===== src/rtl/uart_pkg.sv =====
// Shared UART definitions: FSM state encoding and frame constants,
// common to the receiver and transmitter.
package uart_pkg;

  localparam int   UART_DATA_BITS  = 8;
  localparam logic UART_IDLE_LEVEL = 1'b1;

  typedef enum logic [2:0] {
    IDLE  = 3'd0,
    START = 3'd1,
    DATA  = 3'd2,
    STOP  = 3'd3,
    BREAK = 3'd4
  } uart_state_e;

endpackage


===== src/rtl/uart_sync.sv =====
// Metastability synchroniser for an asynchronous input; flops reset to the
// UART idle level so a reset never looks like a falling start edge.
module uart_sync
  import uart_pkg::*;
#(
  parameter int SYNC_STAGES = 2
) (
  input  logic clk,
  input  logic reset,
  input  logic async_i,
  output logic sync_o
);

  logic [SYNC_STAGES-1:0] sync_q;
  logic [SYNC_STAGES-1:0] sync_d;

  always_comb begin
    sync_d = {sync_q[SYNC_STAGES-2:0], async_i};
  end

  always_ff @(posedge clk) begin
    if (reset) begin
      sync_q <= {SYNC_STAGES{UART_IDLE_LEVEL}};
    end else begin
      sync_q <= sync_d;
    end
  end

  assign sync_o = sync_q[SYNC_STAGES-1];

endmodule


===== src/rtl/uart_rx.sv =====
// 8N1 UART receiver: oversampled start/data/stop detection with a
// valid/ack holding register, framing-error pulse and sticky overrun flag.
module uart_rx
  import uart_pkg::*;
#(
  parameter int CLKS_PER_BIT = 16,
  parameter int SYNC_STAGES  = 2
) (
  input  logic       clk,
  input  logic       reset,
  input  logic       UART_RX,
  output logic [7:0] rx_data,
  output logic       rx_valid,
  input  logic       rx_ack,
  output logic       frame_err,
  output logic       overrun,
  output logic       busy
);

  localparam int CNT_W = $clog2(CLKS_PER_BIT);
  localparam int IDX_W = $clog2(UART_DATA_BITS);
  localparam logic [CNT_W-1:0] CNT_LAST = CNT_W'(CLKS_PER_BIT - 1);
  // Start sample lands when the incremented count reaches HALF, so that
  // data bit i is sampled HALF + (i+1)*CLKS_PER_BIT cycles after T0.
  localparam logic [CNT_W-1:0] CNT_HALF_M1 = CNT_W'(CLKS_PER_BIT / 2 - 2);
  localparam logic [IDX_W-1:0] IDX_LAST = IDX_W'(UART_DATA_BITS - 1);

  logic rxs;

  uart_state_e                state_q, state_d;
  logic [CNT_W-1:0]           cnt_q, cnt_d;
  logic [IDX_W-1:0]           bit_idx_q, bit_idx_d;
  logic [UART_DATA_BITS-1:0]  shift_q, shift_d;
  logic [UART_DATA_BITS-1:0]  rx_data_q, rx_data_d;
  logic                       rx_valid_q, rx_valid_d;
  logic                       frame_err_q, frame_err_d;
  logic                       overrun_q, overrun_d;
  logic                       load;

  uart_sync #(
    .SYNC_STAGES(SYNC_STAGES)
  ) u_sync (
    .clk    (clk),
    .reset  (reset),
    .async_i(UART_RX),
    .sync_o (rxs)
  );

  always_comb begin
    state_d     = state_q;
    cnt_d       = cnt_q;
    bit_idx_d   = bit_idx_q;
    shift_d     = shift_q;
    load        = 1'b0;
    frame_err_d = 1'b0;

    case (state_q)
      IDLE: begin
        if (!rxs) begin
          state_d = START;
          cnt_d   = '0;
        end
      end
      START: begin
        if (cnt_q == CNT_HALF_M1) begin
          cnt_d = '0;
          if (rxs) begin
            state_d = IDLE;
          end else begin
            bit_idx_d = '0;
            state_d   = DATA;
          end
        end else begin
          cnt_d = cnt_q + 1'b1;
        end
      end
      DATA: begin
        if (cnt_q == CNT_LAST) begin
          cnt_d            = '0;
          shift_d[bit_idx_q] = rxs;
          if (bit_idx_q == IDX_LAST) begin
            state_d = STOP;
          end else begin
            bit_idx_d = bit_idx_q + 1'b1;
          end
        end else begin
          cnt_d = cnt_q + 1'b1;
        end
      end
      STOP: begin
        if (cnt_q == CNT_LAST) begin
          cnt_d = '0;
          if (rxs) begin
            load    = 1'b1;
            state_d = IDLE;
          end else begin
            frame_err_d = 1'b1;
            state_d     = BREAK;
          end
        end else begin
          cnt_d = cnt_q + 1'b1;
        end
      end
      BREAK: begin
        if (rxs) begin
          state_d = IDLE;
        end
      end
      default: begin
        state_d = IDLE;
      end
    endcase
  end

  // Holding register: a new byte always wins over a same-cycle ack.
  always_comb begin
    rx_data_d  = load ? shift_q : rx_data_q;
    rx_valid_d = load ? 1'b1 : (rx_ack ? 1'b0 : rx_valid_q);
    overrun_d  = overrun_q | (load & rx_valid_q & ~rx_ack);
  end

  always_ff @(posedge clk) begin
    if (reset) begin
      state_q     <= IDLE;
      cnt_q       <= '0;
      bit_idx_q   <= '0;
      shift_q     <= '0;
      rx_data_q   <= '0;
      rx_valid_q  <= 1'b0;
      frame_err_q <= 1'b0;
      overrun_q   <= 1'b0;
    end else begin
      state_q     <= state_d;
      cnt_q       <= cnt_d;
      bit_idx_q   <= bit_idx_d;
      shift_q     <= shift_d;
      rx_data_q   <= rx_data_d;
      rx_valid_q  <= rx_valid_d;
      frame_err_q <= frame_err_d;
      overrun_q   <= overrun_d;
    end
  end

  assign rx_data   = rx_data_q;
  assign rx_valid  = rx_valid_q;
  assign frame_err = frame_err_q;
  assign overrun   = overrun_q;
  assign busy      = (state_q != IDLE);

endmodule


===== config.mk =====
export PLATFORM = sky130hd
export DESIGN_NAME = uart_rx
export DESIGN_NICKNAME = d
export VERILOG_FILES = /design/src/rtl/uart_pkg.sv /design/src/rtl/uart_sync.sv /design/src/rtl/uart_rx.sv
export SDC_FILE = /design/constraint.sdc
export NUM_CORES = 1
export LEC_CHECK = 0
export CORE_ASPECT_RATIO = 1.1
export CORE_MARGIN = 10
export CORE_UTILIZATION = 58
export CTS_CLUSTER_DIAMETER = 200
export DETAILED_ROUTE_END_ITERATION = 6
export GPL_ROUTABILITY_DRIVEN = 0
export PLACE_DENSITY_LB_ADDON = 0.3
export SETUP_SLACK_MARGIN = 0.05
export SYNTH_ARGS = -nofsm -noshare
export SYNTH_HDL_FRONTEND = slang
export SYNTH_HIERARCHICAL = 1
export SYNTH_SLANG_ARGS = --single-unit

===== constraint.sdc =====
create_clock -name clk -period 5.1 [get_ports clk]
set_input_delay 1.53 -clock clk [delete_from_list [all_inputs] [get_ports clk]]
set_output_delay 1.53 -clock clk [all_outputs]
set_load 0.05 [all_outputs]

* After elaboration in Yosys (flattened, before gate mapping)
Index checks and enable logic that the tools add are counted.
** Word-level totals
- Register bits after elaboration :: 31
- Input port bits :: 4
** Cells by class
- Add/subtract/negate cells :: 2
- $lt $le $gt $ge :: 2
- Equal/unequal tests :: 15
- Muxes and demuxes :: 27
- Bitwise operators :: 6
- Reductions and logical operators :: 12
** Operator list (count)
- 2-to-1 mux 3 bit :: 11
- one-hot mux 3 bit (5 select lines) :: 1
- inequality test 2 bit, second input constant :: 7
- 2-to-1 mux 4 bit :: 3
- one-hot mux 4 bit (3 select lines) :: 1
- bitwise mux 8 bit :: 1
- 2-to-1 mux 1 bit :: 7
- == test 3 x 2 -> 1 bit, second input constant :: 2
- == test 3 bit, second input constant :: 2
- one-hot mux 3 bit (2 select lines) :: 1
- AND reduction 6 bit :: 1
- nonzero test 3 bit :: 2
- AND reduction 5 bit :: 1
- adder 4 x 1 -> 4 bit, second input constant :: 1
- == test 4 x 3 -> 1 bit, second input constant :: 1
- == test 4 bit, second input constant :: 1
- less-than comparator 3 x 4 -> 1 bit, second input constant :: 1
- AND reduction 2 bit :: 2
- nonzero test 2 bit :: 2
- adder 3 x 1 -> 3 bit, second input constant :: 1
- demux 1 bit (select 3 bit) :: 1
- == test 3 x 1 -> 1 bit, second input constant :: 1
- >= comparator 3 x 1 -> 1 bit, second input constant :: 1
- zero test 3 bit :: 1
- 8 further kinds :: 11

* Longest topological paths before layout
Gate-level depths: netlist of the first run.
- Word-level depth :: 6
- Depth in mapped cells :: 7
- Gate-level depth less buffers :: 6

* By module
Netlist of the first run, hierarchy kept.
** By module, submodules not included
- uart_rx :: instances 1, cells an instance 152, area an instance 1380.1 µm²
- uart_sync :: instances 1, cells an instance 4, area an instance 52.6 µm²

* Least setup slack after synthesis of the first run
OpenSTA, ideal clock, no wires.
- Path kind :: reg-to-output
- Start :: reg state_q[2]
- End :: out busy
- Arrival time :: 1.040 ns
- Data required time :: 3.570 ns
- Path slack :: 2.530 ns
- Cell stages (with the launch flop) :: 3
- Path buffers :: 1
- Cells stage by stage :: dfxtp_1 > clkbuf_1 > or3_1
** Between the ends
- Word-level cells in the longest chain between the ends :: 1
** Ends and longest elaborated chain
- start: declaration :: RTL line uart_rx.sv:30 : uart_state_e state_q, state_d;
- start signal: assignment :: RTL line uart_rx.sv:133 : state_q <= state_d;
- nonzero test 3 bit :: RTL line uart_rx.sv:148 : assign busy = (state_q != IDLE);
- end: declaration :: RTL line uart_rx.sv:17 : output logic busy
Every way passes these cells.

* Worst setup path in the final report of the first run
Ends and elaborated chain as after synthesis.

==> results of run 1 <==
-- cell type report --
cell class	count	area share (%)
multi-input cells	109	46.05
flip-flops and latches	31	38.39
repair buffers	15	9.288
clock buffers	6	2.554
well taps	30	2.322
inverters	6	1.393
-- through the flow --
stage / power [W] / instances / hold slack [ns] / setup WS [ns] / utilization (%)
after floorplan: 0.0002613 / 156 / 0.3832 / 2.530 / -
after global placement: 0.0002656 / 191 / 0.3942 / 1.882 / 68.57
after detailed placement: 0.0002661 / 191 / 0.3989 / 1.838 / 68.57
after CTS: 0.0003860 / 197 / 0.4183 / 1.706 / 70.37
after global routing: 0.0003976 / 197 / 0.4458 / 1.619 / 70.37
final: 0.0003836 / 197 / 0.4137 / 1.695 / 70.37
-- layer usage --
metal	global-route usage, %	up-vias	part of all wire, %
met2	19.94	17	47
met3	6.144	6	4.9
met5	0	-	0
li1	-	574	-
met1	15.01	511	47
met4	4.110	0	1.6
-- power breakdown --
| part | internal, W | switching [W] |
|---|---|---|
| registers | 0.000243 | 0.00000273 |
| logic | 0.00000576 | 0.00000864 |
| clock network | 0.0000489 | 0.0000744 |
-- kinds of logic (layout without fill, tap and decap cells) --
| family | after synthesis | after routing | share of synthesized area (%) |
|---|---|---|---|
| AOI/OAI and AO/OA | 24 | 24 | 11.53 |
| adders and majority gates | 4 | 4 | 3.494 |
| and+or+nand+nor | 65 | 65 | 25.77 |
| muxes | 16 | 16 | 11.18 |
| buffers and inverters | 16 | 27 | 4.716 |
| DFF | 31 | 31 | 43.32 |
-- path summary, 6_finish.rpt --
path,end,depth (start not counted)
worst min register to register,u_sync/sync_q[1],1
worst min-delay path,u_sync/sync_q[1],1
worst max register to register,rx_data[7],5
worst max-delay path,busy,2
-- Yosys cell counts (all sizes together), types with 4 or more instances --
library cell and count:
ha 4, clkbuf 5, nand2 7, nor2b 4
dfxtp 31, mux2i 16, nor3b 4, buf 5
a21oi 5, nand3 5, inv 6, nand4 4
nor2 23
-- registers in the layout (all words and copies together) (netlist names) --
name	flops
shift_q	8
rx_valid	1
rx_data	8
frame_err	1
cnt_q	4
overrun	1
state_q	3
u_sync/sync_q	2
bit_idx_q	3
==> flow_summary.yaml, run 1 <==
route:
  via_per_inst: 5.624
  drtAntennaViolNets: 0
  wl_per_cell_um: 13.88
  first_pass_iters: 4
  drc: 0
  vias: 1108
  drt_iter0_drc: 54
  routed_wl_mm: 2.735
grt:
  antenna_found_initial: 0
  grt_max_degree: 31
  grt_pass1_vias: 1089
  grt.total_usage_pct: 12.79
  globalRouteOverflowTotal: 0
  grt_pass1_wl_mm: 4.912
worst_setup_path:
  slowest_delay_ns: 0.79
  crit_slowest_cell: "clkdlybuf4s50_1"
  worstPathCellList: "or3_1, clkdlybuf4s50_1"
  critPathLaunchType: "flip-flop"
  critical_path.startpoint: "state_q[2]"
  critical_path_required_ns: 3.57
  rrSetupSlack_ns: 2.99
  crit_fanout: 13
  reg2reg_from: "cnt_q[0]"
  crit_type: "reg -> out"
  endpoint_kind: "output pin"
  cp_data_arrival_time_ns: 1.87
  cp_top_family: "buffers and inverters"
  path_buf_inv: 1
synthesis:
  synth.top_cell.area_share_pct: 43.32
  synthTopCellsByArea: "dfxtp_1 43%, mux2i_1 11%, nor2_1 6.0%"
  synth_warnings: 6
  synth.distinct_cells: 41
  yosysTopAreaCell: "dfxtp_1"
  synth_ff_type: "dfxtp_1"
  avgSynthCellArea_um2: 9.183
  ys_seq_area_share_pct: 43.32
  synth_seq_cells: 31
  syn_inst: 156
  netlist_area_um2: 1433
  synthesis.nets: 164
  async_reset_ff_share_pct: 0
  synth-edff-count: 0
final_layout:
  regArea_um2: 620.6
  drive_gt1_share_pct: 4.790
  syn2layout_area_growth_pct: 12.84
  fillCellCount: 201
  diodes: 0
  layout_common_cells: "31 x dfxtp_1, 23 x nor2_1, 16 x mux2i_1"
  final_area_um2: 1617
  final_common_cell: "dfxtp_1"
  final_nets: 176
  multi_input_area_um2: 744.5
clock_tree:
  cts_resized: 0
  postCtsSetupBuffers: 0
  cts.sinks: 31
  insertion_delay_ns: 0.33
  numCtsBuffers: 5
  path_clk_slew_ns: 0.09
  htreeDepth: 2
  cts_tree: "built"
  cts_max_path_buffers: 2
  ctsHoldBuffers: 0
  ctsRootBufferMaster: "clkbuf_4"
sta:
  min_period_ns: 3.405
  slew_viol_final: 0
  finalCritPeriodShare_pct: 66.76
  tightest_slew_ns: 1.007
  skew_ns: 0.01382
  hold_viol_final: 0
  slew-limit-headroom_pct: 32.67
  tns_ns: 0
  setup_viol: 0
  grt_setup_unrepaired: "false"
  fmax_ghz: 0.2937
power_and_ir_drop:
  ir_drop_v: 0.0001850
  pwr_density_cell_nw_per_um2: 237.3
  leakagePower_nw: 0.6236
flow_run:
  cap_violations: 0
die:
  die_w_um: 67.39
  io_pins: 16
  core_um2: 2297
  die-area_um2: 4860
  die_h_um: 72.13
  start_util_pct: 62.36
  rows: 18
place:
  port_buffers: 15
  place_area_um2: 1575
  hpwl_mm: 1.930
worst_hold_path:
  worstHoldStart: "u_sync/sync_q[0]"
  hold_class: "reg -> reg"
outcome:
  run_status: "finished, final reports clean"
Power figures use the tool's default switching activity.
==> run 2, diff against run 1 <==
CORE_UTILIZATION = 54   (was 58)
clock period = 3.19 ns   (was 5.1 ns; I/O delays follow)
==> flow_summary.yaml, run 2 (synthesized netlist as in run 1, its figures left out) <==
final_layout:
  layout_common_cells: "31 x dfxtp_1, 23 x nor2_1, 16 x mux2i_1"
  syn2layout_area_growth_pct: 15.55
  final_common_cell: "dfxtp_1"
  fin_util_pct: 65.69
  final_area_um2: 1655
  final_nets: 177
  drive_gt1_share_pct: 5.917
  diodes: 0
die:
  io_pins: 16
  die-area_um2: 5116
  die_h_um: 74.02
  rows: 19
  start_util_pct: 56.85
  core_um2: 2520
  die_w_um: 69.11
worst_setup_path:
  path_buf_inv: 1
  cp_top_family: "buffers and inverters"
  cp_data_arrival_time_ns: 1.88
  crit_fanout: 13
  ff2ff_path_depth: 5
  reg2reg_from: "cnt_q[0]"
  critPathLaunchType: "flip-flop"
  critPathCapture: "busy"
  r2r_end: "rx_data[0]"
  rrSetupSlack_ns: 1.10
  slowest_delay_ns: 0.79
  critical_path.startpoint: "state_q[2]"
  crit_slowest_cell: "clkdlybuf4s50_1"
  endpoint_kind: "output pin"
  cp.depth: 2
  crit_type: "reg -> out"
  worstPathCellList: "or3_1, clkdlybuf4s50_1"
  critical_path_required_ns: 2.23
sta:
  hold_viol_final: 0
  slew_viol_final: 0
  fmax_ghz: 0.3528
  min_period_ns: 2.834
  finalCritPeriodShare_pct: 88.85
  setup_viol: 0
  worst_hold_slack_ns: 0.4095
  skew_ns: 0.006557
  tns_ns: 0
  slew-limit-headroom_pct: 62.76
  tightest_slew_ns: 0.5562
  grt_setup_unrepaired: "false"
grt:
  grt_pass1_vias: 1078
  globalRouteOverflowTotal: 0
  grt_max_degree: 20
  grt.total_usage_pct: 11.38
  antenna_found_initial: 0
  grt_pass1_wl_mm: 4.857
place:
  hpwl_mm: 1.915
  place_area_um2: 1584
  port_buffers: 15
clock_tree:
  cts_max_path_buffers: 2
  ctsHoldBuffers: 0
  ctsRootBufferMaster: "clkbuf_4"
  cts_resized: 0
  insertion_delay_ns: 0.33
  path_clk_slew_ns: 0.09
  numCtsBuffers: 5
  postCtsSetupBuffers: 0
  htreeDepth: 2
  cts.sinks: 31
  cts_tree: "built"
route:
  wl_per_cell_um: 13.78
  drtAntennaViolNets: 0
  first_pass_iters: 4
  routed_wl_mm: 2.755
  drc: 0
  vias: 1141
  drt_iter0_drc: 76
  via_per_inst: 5.705
power_and_ir_drop:
  ir_drop_v: 0.0003412
  p_sw_share_pct: 20.93
  pwr_density_cell_nw_per_um2: 428.1
  intPower_w: 0.0005603
  pwr-share-clk_pct: 41.1
  p_switching_w: 0.0001483
  seq_power_share_pct: 55.5
  power_frac_comb_pct: 3.4
  leakagePower_nw: 0.6425
flow_run:
  cap_violations: 0
worst_hold_path:
  hold_path_depth: 1
  hold_class: "reg -> reg"
outcome:
  run_status: "finished, final reports clean"
==> run 2: changes by cell type in the layout (fill, tap and decap cells not counted) <==
cell       change
buf_4          +1
bufinv_16      +1
==> run 2: metrics by stage <==
stage	setup WS, ns	std cells	power (W)
6_report	0.3558	200	0.0007087
3_5_place_dp	0.7364	193	0.0004264
2_1_floorplan	1.193	156	0.0004177
5_1_grt	0.2935	200	0.0007311
4_1_cts	0.3634	200	0.0007152
3_3_place_gp	0.7619	193	0.0004259
==> run 2: area by class of cell <==
type	instances	area, um^2
Multi-Input combinational cell	109	744.5
Sequential cell	31	620.6
Clock buffer	6	41.29
Inverter	6	22.52
Clock inverter	1	30.03
Fill cell	220	864.6
Timing Repair Buffer	16	157.7
Tap cell	31	38.79
==> run 2: per-layer routing <==
layer	share of wire (%)	GRT usage, %	up-vias
li1	-	-	583
met1	47	13.18	526
met2	44	17.48	25
met3	6.5	3.989	7
met4	2.3	7.830	0
met5	0	0	-
==> run 2: worst min path at each step <==
| stage | end | from | slack (ns) |
|---|---|---|---|
| 3_3_place_gp | u_sync/sync_q[1] | u_sync/sync_q[0] | 0.39 |
| 5_1_grt | u_sync/sync_q[1] | u_sync/sync_q[0] | 0.43 |
| 4_1_cts | u_sync/sync_q[1] | u_sync/sync_q[0] | 0.41 |
| 2_1_floorplan | u_sync/sync_q[1] | u_sync/sync_q[0] | 0.38 |
| 3_5_place_dp | u_sync/sync_q[1] | u_sync/sync_q[0] | 0.39 |
| 6_report | u_sync/sync_q[1] | u_sync/sync_q[0] | 0.41 |
==> run 2: power groups by stage <==
stage,Clock (W),Sequential [W],Combinational [W]
after global placement,0,0.000402,0.0000238
after CTS,0.000298,0.000393,0.0000242
after detailed placement,0,0.000402,0.0000241
after global routing,0.000310,0.000394,0.0000268
final,0.000291,0.000393,0.0000243
after floorplan,0,0.000400,0.0000182
